[config.mk]
export PLATFORM = sky130hd
export DESIGN_NAME = rv_instr_encoder
export DESIGN_NICKNAME = d
export VERILOG_FILES = /design/src/rtl/rv_instr_encoder.sv
export SDC_FILE = /design/constraint.sdc
export NUM_CORES = 1
export LEC_CHECK = 0
export ABC_AREA = 1
export CAP_MARGIN = 10
export CORE_MARGIN = 2
export CORE_UTILIZATION = 50
export CTS_BUF_LIST = sky130_fd_sc_hd__clkbuf_4
export CTS_CLUSTER_DIAMETER = 100
export DETAILED_ROUTE_END_ITERATION = 10
export PLACE_DENSITY = 0.78
export SLEW_MARGIN = 30
export SYNTH_ARGS = -nofsm -noshare
export SYNTH_HDL_FRONTEND = slang
export SYNTH_SLANG_ARGS = --single-unit
[constraint.sdc]
create_clock -name clk -period 2.14 [get_ports clk]
set_clock_uncertainty 0.1 [all_clocks]
set_input_delay 0.321 -clock clk [delete_from_list [all_inputs] [get_ports clk]]
set_output_delay 0.321 -clock clk [all_outputs]
set_load 0.01 [all_outputs]
[src/rtl/rv_instr_encoder.sv]
// RV32I encoder: turns decoded fields into a 32-bit word plus an IMEM word address. Unencodable requests become NOPs.
// Latency: fields accepted at edge N are presented after edge N+1. Throughput is 1 word/cycle.
// Backpressure: a two-stage valid/ready pipeline; in_ready drops only when both stages are full and out_ready is low.
module rv_instr_encoder #(
    parameter int ADDR_W = 10,
    parameter int BASE   = 0
) (
    input  logic              clk,
    input  logic              rst_n,
    input  logic              clear,
    input  logic              in_valid,
    output logic              in_ready,
    input  logic [3:0]        in_kind,
    input  logic [2:0]        in_funct3,
    input  logic              in_alt,
    input  logic [4:0]        in_rd,
    input  logic [4:0]        in_rs1,
    input  logic [4:0]        in_rs2,
    input  logic [31:0]       in_imm,
    output logic              out_valid,
    input  logic              out_ready,
    output logic [31:0]       out_instr,
    output logic [ADDR_W-1:0] out_addr,
    output logic              out_err,
    output logic [ADDR_W:0]   word_count,
    output logic [7:0]        err_count
);
    typedef struct packed {
        logic [3:0]  kind;
        logic [2:0]  funct3;
        logic        alt;
        logic [4:0]  rd;
        logic [4:0]  rs1;
        logic [4:0]  rs2;
        logic [31:0] imm;
    } fields_t;

    localparam logic [3:0] K_R = 4'd0, K_IALU = 4'd1, K_LOAD = 4'd2, K_STORE = 4'd3, K_BRANCH = 4'd4,
                           K_LUI = 4'd5, K_AUIPC = 4'd6, K_JAL = 4'd7, K_JALR = 4'd8;
    localparam logic [31:0]       NOP    = 32'h0000_0013;
    localparam logic [ADDR_W-1:0] BASE_A = ADDR_W'(BASE);
    localparam logic [ADDR_W:0]   WC_MAX = {1'b1, {ADDR_W{1'b0}}};

    fields_t            s1_q;
    logic               s1_valid;
    logic               s2_adv;
    logic [31:0]        enc_instr;
    logic               enc_err;
    logic signed [31:0] imm;
    logic               imm12_bad;
    logic [2:0]         f3;

    assign s2_adv   = !out_valid || out_ready;
    assign in_ready = !clear && (!s1_valid || s2_adv);
    assign imm      = s1_q.imm;
    assign f3       = s1_q.funct3;
    assign imm12_bad = (imm < -2048) || (imm > 2047);

    always_comb begin
        enc_instr = NOP;
        enc_err   = 1'b0;
        case (s1_q.kind)
            K_R: begin
                enc_instr = {1'b0, s1_q.alt, 5'b0, s1_q.rs2, s1_q.rs1, f3, s1_q.rd, 7'b0110011};
                enc_err   = s1_q.alt && (f3 != 3'b000) && (f3 != 3'b101);
            end
            K_IALU: begin
                if (f3 == 3'b001 || f3 == 3'b101) begin
                    enc_instr = {1'b0, s1_q.alt, 5'b0, imm[4:0], s1_q.rs1, f3, s1_q.rd, 7'b0010011};
                    enc_err   = (imm < 0) || (imm > 31) || (s1_q.alt && f3 != 3'b101);
                end else begin
                    enc_instr = {imm[11:0], s1_q.rs1, f3, s1_q.rd, 7'b0010011};
                    enc_err   = imm12_bad || s1_q.alt;
                end
            end
            K_LOAD: begin
                enc_instr = {imm[11:0], s1_q.rs1, f3, s1_q.rd, 7'b0000011};
                enc_err   = imm12_bad || (f3 == 3'b011) || (f3 == 3'b110) || (f3 == 3'b111);
            end
            K_STORE: begin
                enc_instr = {imm[11:5], s1_q.rs2, s1_q.rs1, f3, imm[4:0], 7'b0100011};
                enc_err   = imm12_bad || (f3 > 3'b010);
            end
            K_BRANCH: begin
                enc_instr = {imm[12], imm[10:5], s1_q.rs2, s1_q.rs1, f3, imm[4:1], imm[11], 7'b1100011};
                enc_err   = (imm < -4096) || (imm > 4094) || imm[0] || (f3 == 3'b010) || (f3 == 3'b011);
            end
            K_LUI, K_AUIPC: begin
                enc_instr = {imm[31:12], s1_q.rd, (s1_q.kind == K_LUI) ? 7'b0110111 : 7'b0010111};
                enc_err   = (imm[11:0] != 12'h000);
            end
            K_JAL: begin
                enc_instr = {imm[20], imm[10:1], imm[11], imm[19:12], s1_q.rd, 7'b1101111};
                enc_err   = (imm < -1048576) || (imm > 1048574) || imm[0];
            end
            K_JALR: begin
                enc_instr = {imm[11:0], s1_q.rs1, f3, s1_q.rd, 7'b1100111};
                enc_err   = imm12_bad || (f3 != 3'b000);
            end
            default: enc_err = 1'b1;
        endcase
        if (enc_err) enc_instr = NOP;
    end

    always_ff @(posedge clk or negedge rst_n) begin
        if (!rst_n) begin
            s1_valid   <= 1'b0;
            s1_q       <= '0;
            out_valid  <= 1'b0;
            out_instr  <= '0;
            out_err    <= 1'b0;
            out_addr   <= BASE_A;
            word_count <= '0;
            err_count  <= '0;
        end else if (clear) begin
            s1_valid   <= 1'b0;
            out_valid  <= 1'b0;
            out_addr   <= BASE_A;
            word_count <= '0;
            err_count  <= '0;
        end else begin
            if (out_valid && out_ready) begin
                out_addr <= out_addr + 1'b1;
                if (word_count != WC_MAX) word_count <= word_count + 1'b1;
                if (out_err && err_count != 8'hFF) err_count <= err_count + 1'b1;
            end
            // Stage 2 only reloads when the consumer has taken its word, so held outputs stay stable.
            if (s2_adv) begin
                out_valid <= s1_valid;
                if (s1_valid) begin
                    out_instr <= enc_instr;
                    out_err   <= enc_err;
                end
            end
            if (in_ready) begin
                s1_valid <= in_valid;
                if (in_valid) s1_q <= {in_kind, in_funct3, in_alt, in_rd, in_rs1, in_rs2, in_imm};
            end
        end
    end
endmodule

# --- After elaboration in Yosys (flattened, before gate mapping) ---
# Index checks and enable logic that the tools add are counted.
word_totals:
  elab_cells: 102
  ff_bits: 119
classes:
  n_lt_le_gt_ge: 9
  n_eq_ne: 17
  addsub: 3
  n_reduce_logical: 40
  n_mux: 18
  n_bitwise: 1
ops:
  columns: ["operator", "count"]
  rows:
  - ["$pmux 32 s8", 1]
  - ["$mux 32", 2]
  - ["$mux 11", 3]
  - ["$gt 32x12->1 const B", 1]
  - ["$gt 32x13->1 const B", 1]
  - ["$gt 32x21->1 const B", 1]
  - ["$gt 32x6->1 const B", 1]
  - ["$lt 32x1->1 const B", 1]
  - ["$lt 32x12->1 const B", 1]
  - ["$lt 32x13->1 const B", 1]
  - ["$lt 32x21->1 const B", 1]
  - ["$mux 8", 3]
  - ["$mux 10", 2]
  - ["$logic_or 1x1->1", 18]
  - ["$eq 4x3->1 const B", 4]
  - ["$reduce_bool 12->1", 1]
  - ["$add 11x1->11 const B", 1]
  - ["$ne 11x11->1 const B", 1]
  - ["$add 10x1->10 const B", 1]
  - ["$reduce_bool 2->1", 5]
  - ["$eq 3x3->1 const B", 3]
  - ["$add 8x1->8 const B", 1]
  - ["$eq 4x2->1 const B", 2]
  - ["$ne 8x8->1 const B", 1]
  - ["other kinds (17)", 31]

# --- Longest topological paths before layout ---
# Gate-level depths: netlist (run 1).
depth:
  word_depth: 7
  depth_mapped: 16
  ltp_nobuf: 14

# --- Worst setup path before layout (run 1) ---
# OpenSTA, ideal clock, no wires.
synth_timing:
  path_type: "reg2reg"
  startpoint: "reg s1_q (netlist bit imm[31])"
  endpoint: "reg out_err"
  stages_incl_launch_ff: 15
  n_path_buf: 2
  slack_ns: 0.373
  setup_time_ns: 0.116
  arrival_time_ns: 1.551
  required_time_ns: 1.924
  path_cell_list: "dfrtp_1 > buf_6 > nor2_2 > nand3_1 > nor2_2 > nand3_1 > nand2_2 > nand3_1 > nand2_1 > nand2_2 > nor2_4 > buf_6 > nand2_1 > nand2_1 > nand2_1"
synth_between:
  elab_chain_cells: 6
synth_rtl:
  columns: ["item", "line_no", "text"]
  rows:
  - ["start, declared", "44", "fields_t s1_q;"]
  - ["start signal, assigned", "137", "if (in_valid) s1_q <= {in_kind, in_funct3, in_alt, in_rd, in_rs1, in_rs2, in_imm};"]
  - ["$lt 32x13->1, or another cell as far along", "86", "enc_err = (imm < -4096) || (imm > 4094) || imm[0] || (f3 == 3'b010) || (f3 == 3'b011);"]
  - ["$logic_or 1x1->1 (on tied branches)", "86, 57", null]
  - ["$logic_or 1x1->1 (on tied branches) (3 in series)", "86, 78", null]
  - ["$pmux 1 s8 (*)", "62", "case (s1_q.kind)"]
  - ["end signal, assigned", "132", "out_err <= enc_err;"]
  - ["end, declared", "24", "output logic out_err,"]
# Every way passes the cells marked *; elsewhere a longest branch is shown, timed or not.
# A chain may end at the register's enable or synchronous reset.

# --- Worst setup path in the final report (run 1) ---
layout_timing:
  startpoint: "reg s1_q[51] (netlist bit)"
  endpoint: "reg out_instr[22]"
layout_between:
  elab_chain_cells: 4
layout_rtl:
  columns: ["item", "line_no", "text"]
  rows:
  - ["$eq 4x3->1", "62", null]
  - ["$reduce_or 2->1", "62", null]
  - ["$pmux 32 s8 / $pmux 1 s8 (equally long branches)", "62", null]
  - ["$mux 32 (*)", "102", "if (enc_err) enc_instr = NOP;"]
  - ["end signal, assigned", "131", "out_instr <= enc_instr;"]
  - ["end, declared", "22", "output logic [31:0] out_instr,"]
# Marked as above.

==> impl_metrics.json, run 1 <==
{
  "layout.cells.non_filler": 1092,
  "multiInputGateArea_mm2": 0.00282,
  "ios": 124,
  "tns_ns": 0,
  "crit_start": "s1_q[51]",
  "synth_cell_type_count": 40,
  "pwr-share-seq": 0.488,
  "syn_area_mm2": 0.00617,
  "r2r-end": "out_instr[22]",
  "yosys_warnings": 0,
  "synth_top_area_cell": "dfrtp_1",
  "timing.final.hold_violations": 0,
  "critical_path_class": "reg -> reg",
  "dr_total_vias": 5986,
  "finalSetupViolCount": 0,
  "firstDrtPassIters": 7,
  "drtIter0Drc": 491,
  "grt_use_total": 0.267,
  "wl_um": 17200,
  "power_leakage_nw": 3.77,
  "period_needed_ns": 2.05,
  "tritoncts.num_buffers": 17,
  "initial_utilization": 0.514,
  "first_global_vias": 5471,
  "p_total_mw": 5.41,
  "route.detailed.drc": 0,
  "clkSinkCount": 118,
  "ir_drop_mv": 0.400,
  "tightest_slew_ns": 0.479,
  "worstPathArrival_ns": 2.39,
  "synth.avg_cell_area_um2": 8.08,
  "detail_route.wl_per_cell_um": 15.8,
  "cp_top_family": "simple AND/OR/NAND/NOR gates",
  "grt_antenna_before_repair": 0,
  "yosys_register_bits": 118,
  "clkPwrFrac": 0.252,
  "critPathMaxFanout": 6,
  "register_area_mm2": 0.00296,
  "hpwlAfterDp_um": 12800,
  "maxSlewViolCount": 0,
  "port_buffers": 123,
  "slew_headroom": 0.681,
  "syn_to_final_growth_pct": 33.8,
  "r2r_slack_ns": 0.09,
  "grt-ovfl-total": 0,
  "synth_top_area_share": 0.479,
  "r2r-start": "s1_q[51]",
  "synth.area.top_cells": "dfrtp_1 48%, nand2_1 9.8%, nor2_1 7.3%, nand3_1 4.9%, inv_1 4.7%",
  "core_mm2": 0.0120,
  "outcome": "finished, final reports clean",
  "ant_nets": 0,
  "nets": 997,
  "power.internal_mw": 3.63,
  "antenna_cells": 0,
  "cts_max_level": 4,
  "die-height_um": 115,
  "synth_cells": 764,
  "drive_above_1_share": 0.174,
  "clk_latency_ns": 0.56,
  "cts_tree": "done",
  "grt_max_degree": 51,
  "grt_pass1_wl_um": 27400,
  "chipWidth_um": 115,
  "min_path_type": "in -> async",
  "clockRootBuffer": "clkbuf_4",
  "rows": 40,
  "critPathMaxStageDelay_ns": 0.50,
  "critPathBufInv": 1,
  "fin_crit_sh": 0.957,
  "crit_chain": "nor2_4, buf_4, nand2_1, nand3_1, a22oi_1, a21oi_1, nand3_1, nand2_1",
  "path_clk_slew_ns": 0.10,
  "place_inst": 1036,
  "fin_util": 0.688,
  "die_area_mm2": 0.0132,
  "via_per_inst": 5.48,
  "syn-num-nets": 828,
  "fmax_mhz": 488,
  "clockBufferDepth": 2,
  "crit_path_start_kind": "flip-flop",
  "max_cap_viol_count": 0,
  "endpoint_kind": "flip-flop",
  "cp_slowest_cell": "dfrtp_1",
  "place.gp.congestion": 0.921,
  "seq_area_frac_synth": 0.479,
  "final.fill_count": 1042,
  "worst-path-stages": 8,
  "reg2regPathDepth": 8,
  "p_switching_mw": 1.77,
  "critPathCapture": "out_instr[22]",
  "pwr-share-comb": 0.260,
  "critical_path_required_ns": 2.49,
  "p_per_area_mw_per_mm2": 655,
  "swShare": 0.328
}
==> cell usage after synthesis <==
cell	count
o21ai_1	2
nand3_2	9
dfrtp_1	118
buf_4	3
a2bb2oi_1	1
o31ai_1	3
xor2_1	4
dlygate4sd3_1	1
nor2_2	4
or2_2	2
nand4_1	9
buf_2	7
nor2_4	3
nand2_1	161
nor4_1	6
nand3b_1	3
buf_6	5
nor2_1	120
o21ai_0	25
inv_2	2
and2_1	2
a221oi_1	2
a22oi_1	17
o22ai_1	2
o21a_1	1
inv_1	77
clkbuf_2	1
nand2_2	3
nand3_4	1
nor3_1	9
ha_1	4
mux2_2	25
clkbuf_1	8
a21oi_4	1
nand3_1	61
a31oi_1	2
buf_1	2
nor3b_1	1
a21oi_1	56
a311oi_1	1
==> cell type report <==
| class | instances | area share |
|---|---|---|
| Clock buffer | 17 | 0.0155 |
| Clock inverter | 14 | 0.0114 |
| Sequential cell | 118 | 0.359 |
| Multi-Input combinational cell | 540 | 0.342 |
| Inverter | 79 | 0.0362 |
| Tap cell | 147 | 0.0223 |
| Timing Repair Buffer | 177 | 0.214 |
==> cell usage in the layout, fill, tap and decap left out, types with 2 or more instances in the layout <==
cell             netlist  layout
a31oi_1                2       2
o22ai_1                2       2
inv_2                  2       5
a21oi_1               56      56
nor3_1                 9       8
nand4_1                9       9
and2_1                 2       2
o21ai_1                2       2
nand2_2                3       5
nand3_2                9      13
ha_1                   4       4
inv_1                 77      73
clkinv_1               0       3
nor2_2                 4      15
o21ai_0               25      25
buf_6                  5       3
dfrtp_1              118     109
dfrtp_2                0       9
or2_2                  2       2
nor2_4                 3       4
clkinv_2               0       9
o31ai_1                3       3
clkbuf_16              0       2
nand2_1              161     159
clkbuf_4               0      17
mux2_2                25      25
nor4_1                 6       6
a221oi_1               2       2
nor2_1               120     108
buf_4                  3      42
nand3_1               61      57
nand3b_1               3       3
clkdlybuf4s50_1        0     121
buf_12                 0       7
xor2_1                 4       4
a22oi_1               17      17
==> per-stage QoR <==
stage          hold slack [ns]  setup slack [ns]  instance area (um2)
2_1_floorplan          -0.0746             0.373                 6170
3_3_place_gp             0.214           -0.0590                 7710
3_5_place_dp             0.208            -0.148                 7710
4_1_cts                  0.145            0.0473                 7940
5_1_grt                  0.180           -0.0244                 8260
6_report                 0.155            0.0925                 8260
==> flip-flops by register name, summed over array words and instances (netlist names) <==
signal and flops:
err_count 8, f3 3, imm 32, out_addr 10, out_err 1, out_instr 31
out_valid 1, s1_q 20, s1_valid 1, word_count 11
==> power groups by stage <==
stage	Combinational, mW	Clock (mW)	Sequential [mW]
global route	1.53	1.50	2.66
detailed placement	1.20	0	2.67
floorplan	0.684	0	2.63
global placement	1.18	0	2.66
finish	1.40	1.36	2.64
CTS	1.21	1.40	2.63
==> cell families after synthesis <==
family / after synthesis / synth area share
AO/OA/AOI/OAI: 113 / 0.105
XOR/XNOR: 4 / 0.00568
adder cells (fa/ha/maj): 4 / 0.00811
buffers and inverters: 106 / 0.0750
flip-flops: 118 / 0.479
multiplexers: 25 / 0.0456
AND/OR/NAND/NOR: 394 / 0.282
==> per-layer routing <==
metal / vias to the layer above / GRT usage / share of wire
li1: 2853 / - / -
met1: 2858 / 0.398 / 0.45
met2: 242 / 0.389 / 0.46
met3: 33 / 0.0527 / 0.071
met4: 0 / 0.0948 / 0.020
met5: - / 0 / 0
==> what timing repair did <==
item                       4_1_cts  5_1_grt
buffers inserted                 0       21
hold endpoints to repair        40        0
cloned                           0        3
pin swaps                        0        9
gates resized for setup          1       38
setup endpoints to repair        1       34
hold buffers                     1        0
==> worst min path at each step <==
stage,from,cells after the start,slack [ns],end
2_1_floorplan,rst_n,0,-0.07,err_count[0]
3_3_place_gp,rst_n,1,0.21,word_count[1]
3_5_place_dp,rst_n,1,0.21,word_count[1]
4_1_cts,rst_n,2,0.15,word_count[1]
5_1_grt,rst_n,2,0.18,word_count[6]
6_report,rst_n,2,0.16,word_count[6]
No activity file was read; power rests on OpenSTA's default activity.
==> run 2: changes to the inputs <==
CTS_BUF_LIST = sky130_fd_sc_hd__clkbuf_16   (was sky130_fd_sc_hd__clkbuf_4)
clock period = 2.7 ns   (was 2.14 ns; I/O delays follow)
==> impl_metrics.json, run 2 (same netlist as run 1, synthesis figures left out) <==
{
  "ant_nets": 0,
  "detail_route.wl_per_cell_um": 16.2,
  "chipWidth_um": 115,
  "ir_drop_mv": 0.541,
  "grt_pass1_wl_um": 27100,
  "timing.hold.ws_ns": 0.377,
  "largest_reg_flops": 32,
  "power.internal_mw": 3.91,
  "crit_path_start_kind": "primary input",
  "place_inst": 1017,
  "power_leakage_nw": 3.72,
  "p_total_mw": 5.40,
  "drtIter0Drc": 538,
  "wl_um": 17000,
  "placed_area_mm2": 0.00753,
  "clockBufferDepth": 2,
  "firstDrtPassIters": 6,
  "path_clk_slew_ns": 0.05,
  "via_per_inst": 5.50,
  "clkPwrFrac": 0.445,
  "period_needed_ns": 2.29,
  "maxSlewViolCount": 0,
  "finalSetupViolCount": 0,
  "timing.final.hold_violations": 0,
  "fin_crit_sh": 0.849,
  "crit_chain": "clkdlybuf4s50_1, inv_1, nand2_1, inv_1, clkdlybuf4s50_1",
  "port_buffers": 123,
  "critPathMaxStageDelay_ns": 0.53,
  "tritoncts.num_buffers": 17,
  "pwr-share-comb": 0.165,
  "endpoint_kind": "output pin",
  "layout.cells.non_filler": 1050,
  "r2r_slack_ns": 0.43,
  "r2r-start": "imm[31]",
  "design_area_mm2": 0.00816,
  "fmax_mhz": 436,
  "hpwlAfterDp_um": 12200,
  "whs_path_depth": 2,
  "route.detailed.drc": 0,
  "tightest_slew_ns": 0.512,
  "grt-ovfl-total": 0,
  "place.gp.congestion": 0.962,
  "critical_path_class": "in -> out",
  "initial_utilization": 0.514,
  "pwr-share-seq": 0.390,
  "final_common_cell": "nand2_1",
  "max_cap_viol_count": 0,
  "critPathBufInv": 4,
  "rsz0062_at_grt": "no",
  "die-height_um": 115,
  "r2r-end": "out_err",
  "clk_latency_ns": 0.43,
  "p_switching_mw": 1.49,
  "grt_antenna_before_repair": 0,
  "first_global_vias": 5437,
  "reg2regPathDepth": 15,
  "pre_cts_ws_ns": 0.203,
  "outcome": "finished, final reports clean",
  "layout_setup_ws_ns": 0.407,
  "most-common-layout-cells": "160 x nand2_1, 122 x clkdlybuf4s50_1, 120 x nor2_1",
  "swShare": 0.275,
  "fin_util": 0.679,
  "core_mm2": 0.0120,
  "clockRootBuffer": "clkbuf_16",
  "cts_max_level": 4,
  "antenna_cells": 0,
  "die_area_mm2": 0.0132,
  "holdPathEnd": "out_instr[11]",
  "syn_to_final_growth_pct": 32.3,
  "grt_use_total": 0.264,
  "worstHoldStart": "out_instr[11]",
  "nets": 954,
  "slew_headroom": 0.658,
  "cp_slowest_cell": "clkdlybuf4s50_1",
  "cts_tree": "done",
  "cp_top_family": "buffers and inverters",
  "drive_above_1_share": 0.0986,
  "rows": 40,
  "ios": 124,
  "critical_path_required_ns": 2.19,
  "min_path_type": "reg -> reg",
  "grt_max_degree": 61,
  "worstPathArrival_ns": 1.79,
  "p_per_area_mw_per_mm2": 662,
  "tns_ns": 0,
  "clkSinkCount": 118,
  "critPathMaxFanout": 10,
  "dr_total_vias": 5780
}
## run 2: cell count changes in the layout (fill, tap and decap cells not counted), moves of 9 or more
cell,before,now
buf_4,42,8
clkbuf_4,17,0
clkbuf_16,2,17
nor2_1,108,120
nor2_2,15,4
dfrtp_1,109,118
dfrtp_2,9,0
## run 2: final cells by class
type / instances / area [um2]
clock inverter: 15 / 194
inverter: 79 / 297
tap: 147 / 184
sequential: 118 / 2950
multi-input combinational: 540 / 2760
timing repair buffer: 134 / 1350
fill: 963 / 3850
clock buffer: 17 / 425
## run 2: how the worst max path moves through the flow
stage | slack, ns | start | endpoint | cells after the start
floorplan | 0.93 | imm[31] | out_err | 14
global placement | 0.29 | out_ready | out_addr[9] | 10
detailed placement | 0.20 | out_ready | out_addr[7] | 10
CTS | 0.40 | clear | in_ready | 5
global route | 0.20 | imm[11] | out_instr[22] | 12
finish | 0.41 | clear | in_ready | 5
## run 2: power by group through the flow
| stage | registers, mW | clock network, mW | logic (mW) |
|---|---|---|---|
| 6_report | 2.11 | 2.40 | 0.889 |
| 3_3_place_gp | 2.12 | 0 | 0.851 |
| 5_1_grt | 2.12 | 2.50 | 0.982 |
| 4_1_cts | 2.10 | 2.42 | 0.883 |
| 2_1_floorplan | 2.09 | 0 | 0.542 |
| 3_5_place_dp | 2.13 | 0 | 0.873 |
## run 2: tightest hold or removal path, cell delays in order (launching register included)
cell and delay [ns]:
dfrtp_1 0.34, nand2_1 0.05, nand2_1 0.05
## run 2: metal layers
layer | global-route usage | share of wire
met1 | 0.371 | 0.45
met3 | 0.0675 | 0.070
met2 | 0.404 | 0.46
met5 | 0 | 0
met4 | 0.0851 | 0.017
## run 2: what timing repair did
item,in CTS,in global routing
buffers inserted,0,0
hold buffers,1,0
hold endpoints to repair,36,0
gates resized for setup,0,0
==> run 3: changes to the inputs <==
CORE_UTILIZATION = 47   (was 50)
PLACE_DENSITY = 0.77   (was 0.78)
clock period = 1.9 ns   (was 2.7 ns; I/O delays follow)
==> impl_metrics.json, run 3 (same netlist as run 1, synthesis figures left out) <==
{
  "clkPwrFrac": 0.396,
  "critical_path_required_ns": 2.12,
  "rsz0062_at_grt": "yes",
  "chipWidth_um": 119,
  "tightest_slew_ns": 0.626,
  "p_per_area_mw_per_mm2": 871,
  "endpoint_kind": "flip-flop",
  "route.detailed.drc": 0,
  "place_inst": 1102,
  "wl_um": 18300,
  "fmax_mhz": 477,
  "cts_tree": "done",
  "die-height_um": 119,
  "fin_crit_sh": 1.10,
  "power_leakage_nw": 4.13,
  "grt-ovfl-total": 0,
  "first_global_vias": 5624,
  "initial_utilization": 0.485,
  "ir_drop_mv": 0.576,
  "pwr-share-comb": 0.230,
  "p_total_mw": 7.93,
  "r2r-end": "out_instr[4]",
  "ant_nets": 0,
  "maxSlewViolCount": 0,
  "reg2regPathDepth": 14,
  "cts_max_level": 4,
  "detail_route.wl_per_cell_um": 15.9,
  "period_needed_ns": 2.10,
  "finalSetupViolCount": 31,
  "crit_start": "imm[26]",
  "design_area_mm2": 0.00910,
  "grt_antenna_before_repair": 0,
  "worstPathArrival_ns": 2.31,
  "power.internal_mw": 5.66,
  "tritoncts.num_buffers": 17,
  "r2r_slack_ns": -0.20,
  "syn_to_final_growth_pct": 47.5,
  "layout_setup_ws_ns": -0.196,
  "r2r-start": "imm[26]",
  "timing.final.hold_violations": 0,
  "violations": "negative setup slack",
  "most-common-layout-cells": "150 x nand2_1, 121 x clkdlybuf4s50_1, 111 x dfrtp_1",
  "grt_pass1_wl_um": 27200,
  "outcome": "complete, but fails checks",
  "ios": 124,
  "layout.cells.non_filler": 1153,
  "rows": 41,
  "pre_cts_ws_ns": -0.308,
  "critical_path_class": "reg -> reg",
  "place.gp.congestion": 0.948,
  "critPathCapture": "out_instr[4]",
  "die_area_mm2": 0.0141,
  "largest_reg_flops": 32,
  "clockBufferDepth": 2,
  "core_mm2": 0.0127,
  "antenna_cells": 0,
  "min_path_type": "in -> reg",
  "grt_use_total": 0.246,
  "drtIter0Drc": 651,
  "crit_path_start_kind": "flip-flop",
  "path_clk_slew_ns": 0.06,
  "drive_above_1_share": 0.219,
  "max_cap_viol_count": 0,
  "port_buffers": 123,
  "clk_latency_ns": 0.43,
  "swShare": 0.286,
  "nets": 1032,
  "slew_headroom": 0.583,
  "pwr-share-seq": 0.373,
  "final.fill_count": 996,
  "clkSinkCount": 118,
  "critPathMaxFanout": 7,
  "grt_max_degree": 119,
  "firstDrtPassIters": 6,
  "clockRootBuffer": "clkbuf_16",
  "hpwlAfterDp_um": 12100,
  "placed_area_mm2": 0.00804,
  "via_per_inst": 5.40,
  "final_common_cell": "nand2_1",
  "dr_total_vias": 6225,
  "p_switching_mw": 2.26
}
==> run 3: changes by cell type in the layout (fill, tap and decap cells not counted), sizes merged <==
cell / delta
buf: +73
clkbuf: +5
bufinv: -2
clkinvlp: +2
clkdlybuf4s50: -1
clkinv: +1
dlygate4sd2: +1
inv: -1
==> run 3: worst min-delay path by stage <==
stage               startpoint  slack (ns)              to  depth (start not counted)
floorplan                rst_n       -0.11    err_count[0]                          0
global placement         rst_n        0.33  word_count[10]                          2
detailed placement       rst_n        0.32  word_count[10]                          2
CTS                 in_imm[13]        0.33         imm[13]                          3
global route        in_kind[2]        0.34        s1_q[53]                          3
finish              in_imm[13]        0.33         imm[13]                          3
==> run 3: timing repair <==
item	CTS	global route
gates cloned	0	6
hold buffers	1	0
setup buffers	4	8
endpoints found under the hold margin	118	0
pin swaps	3	17
endpoints found under the setup margin	24	43
resized for setup	14	60
==> run 3: per-stage QoR <==
stage	hold slack, ns	TNS [ns]	util
2_1_floorplan	-0.111	0	-
3_3_place_gp	0.328	-4.17	0.632
3_5_place_dp	0.325	-6.75	0.632
4_1_cts	0.326	-0.0125	0.682
5_1_grt	0.343	-6.98	0.716
6_report	0.329	-3.37	0.716
==> run 3: layer usage <==
metal | up-vias | wire, um | GRT usage
met5 | - | 0 | 0
met4 | 0 | 478 | 0.103
met3 | 41 | 1310 | 0.0603
met2 | 304 | 8600 | 0.370
met1 | 2945 | 7950 | 0.340
li1 | 2935 | - | -
==> run 3: worst max-delay path: stages, from the launching register on <==
cell and delay [ns]:
dfrtp_1 0.43, nor2_1 0.19, nand3_2 0.12, nor2_4 0.14, nand3_2 0.10, nand2_2 0.10
nand3_1 0.08, nand2_1 0.07, nand2_2 0.06, nor2_4 0.14, buf_6 0.13, buf_12 0.11
nand3_1 0.10, nand2_1 0.09, inv_1 0.04
==> run 3: power groups by stage <==
stage | registers (mW) | clock network (mW) | logic, mW
after floorplan | 2.96 | 0 | 0.770
after detailed placement | 2.98 | 0 | 1.46
after CTS | 2.94 | 3.15 | 1.52
final | 2.96 | 3.14 | 1.83
after global placement | 2.98 | 0 | 1.44
after global routing | 2.99 | 3.29 | 1.97
==> run 3: area by class of cell <==
type,instances,area (um2),share of cell area
multi-input cells,540,2960,0.325
clock inverters,15,145,0.0159
flip-flops and latches,118,2960,0.325
inverters,79,297,0.0326
repair buffers,212,2100,0.231
clock buffers,17,425,0.0467
well taps,172,215,0.0236
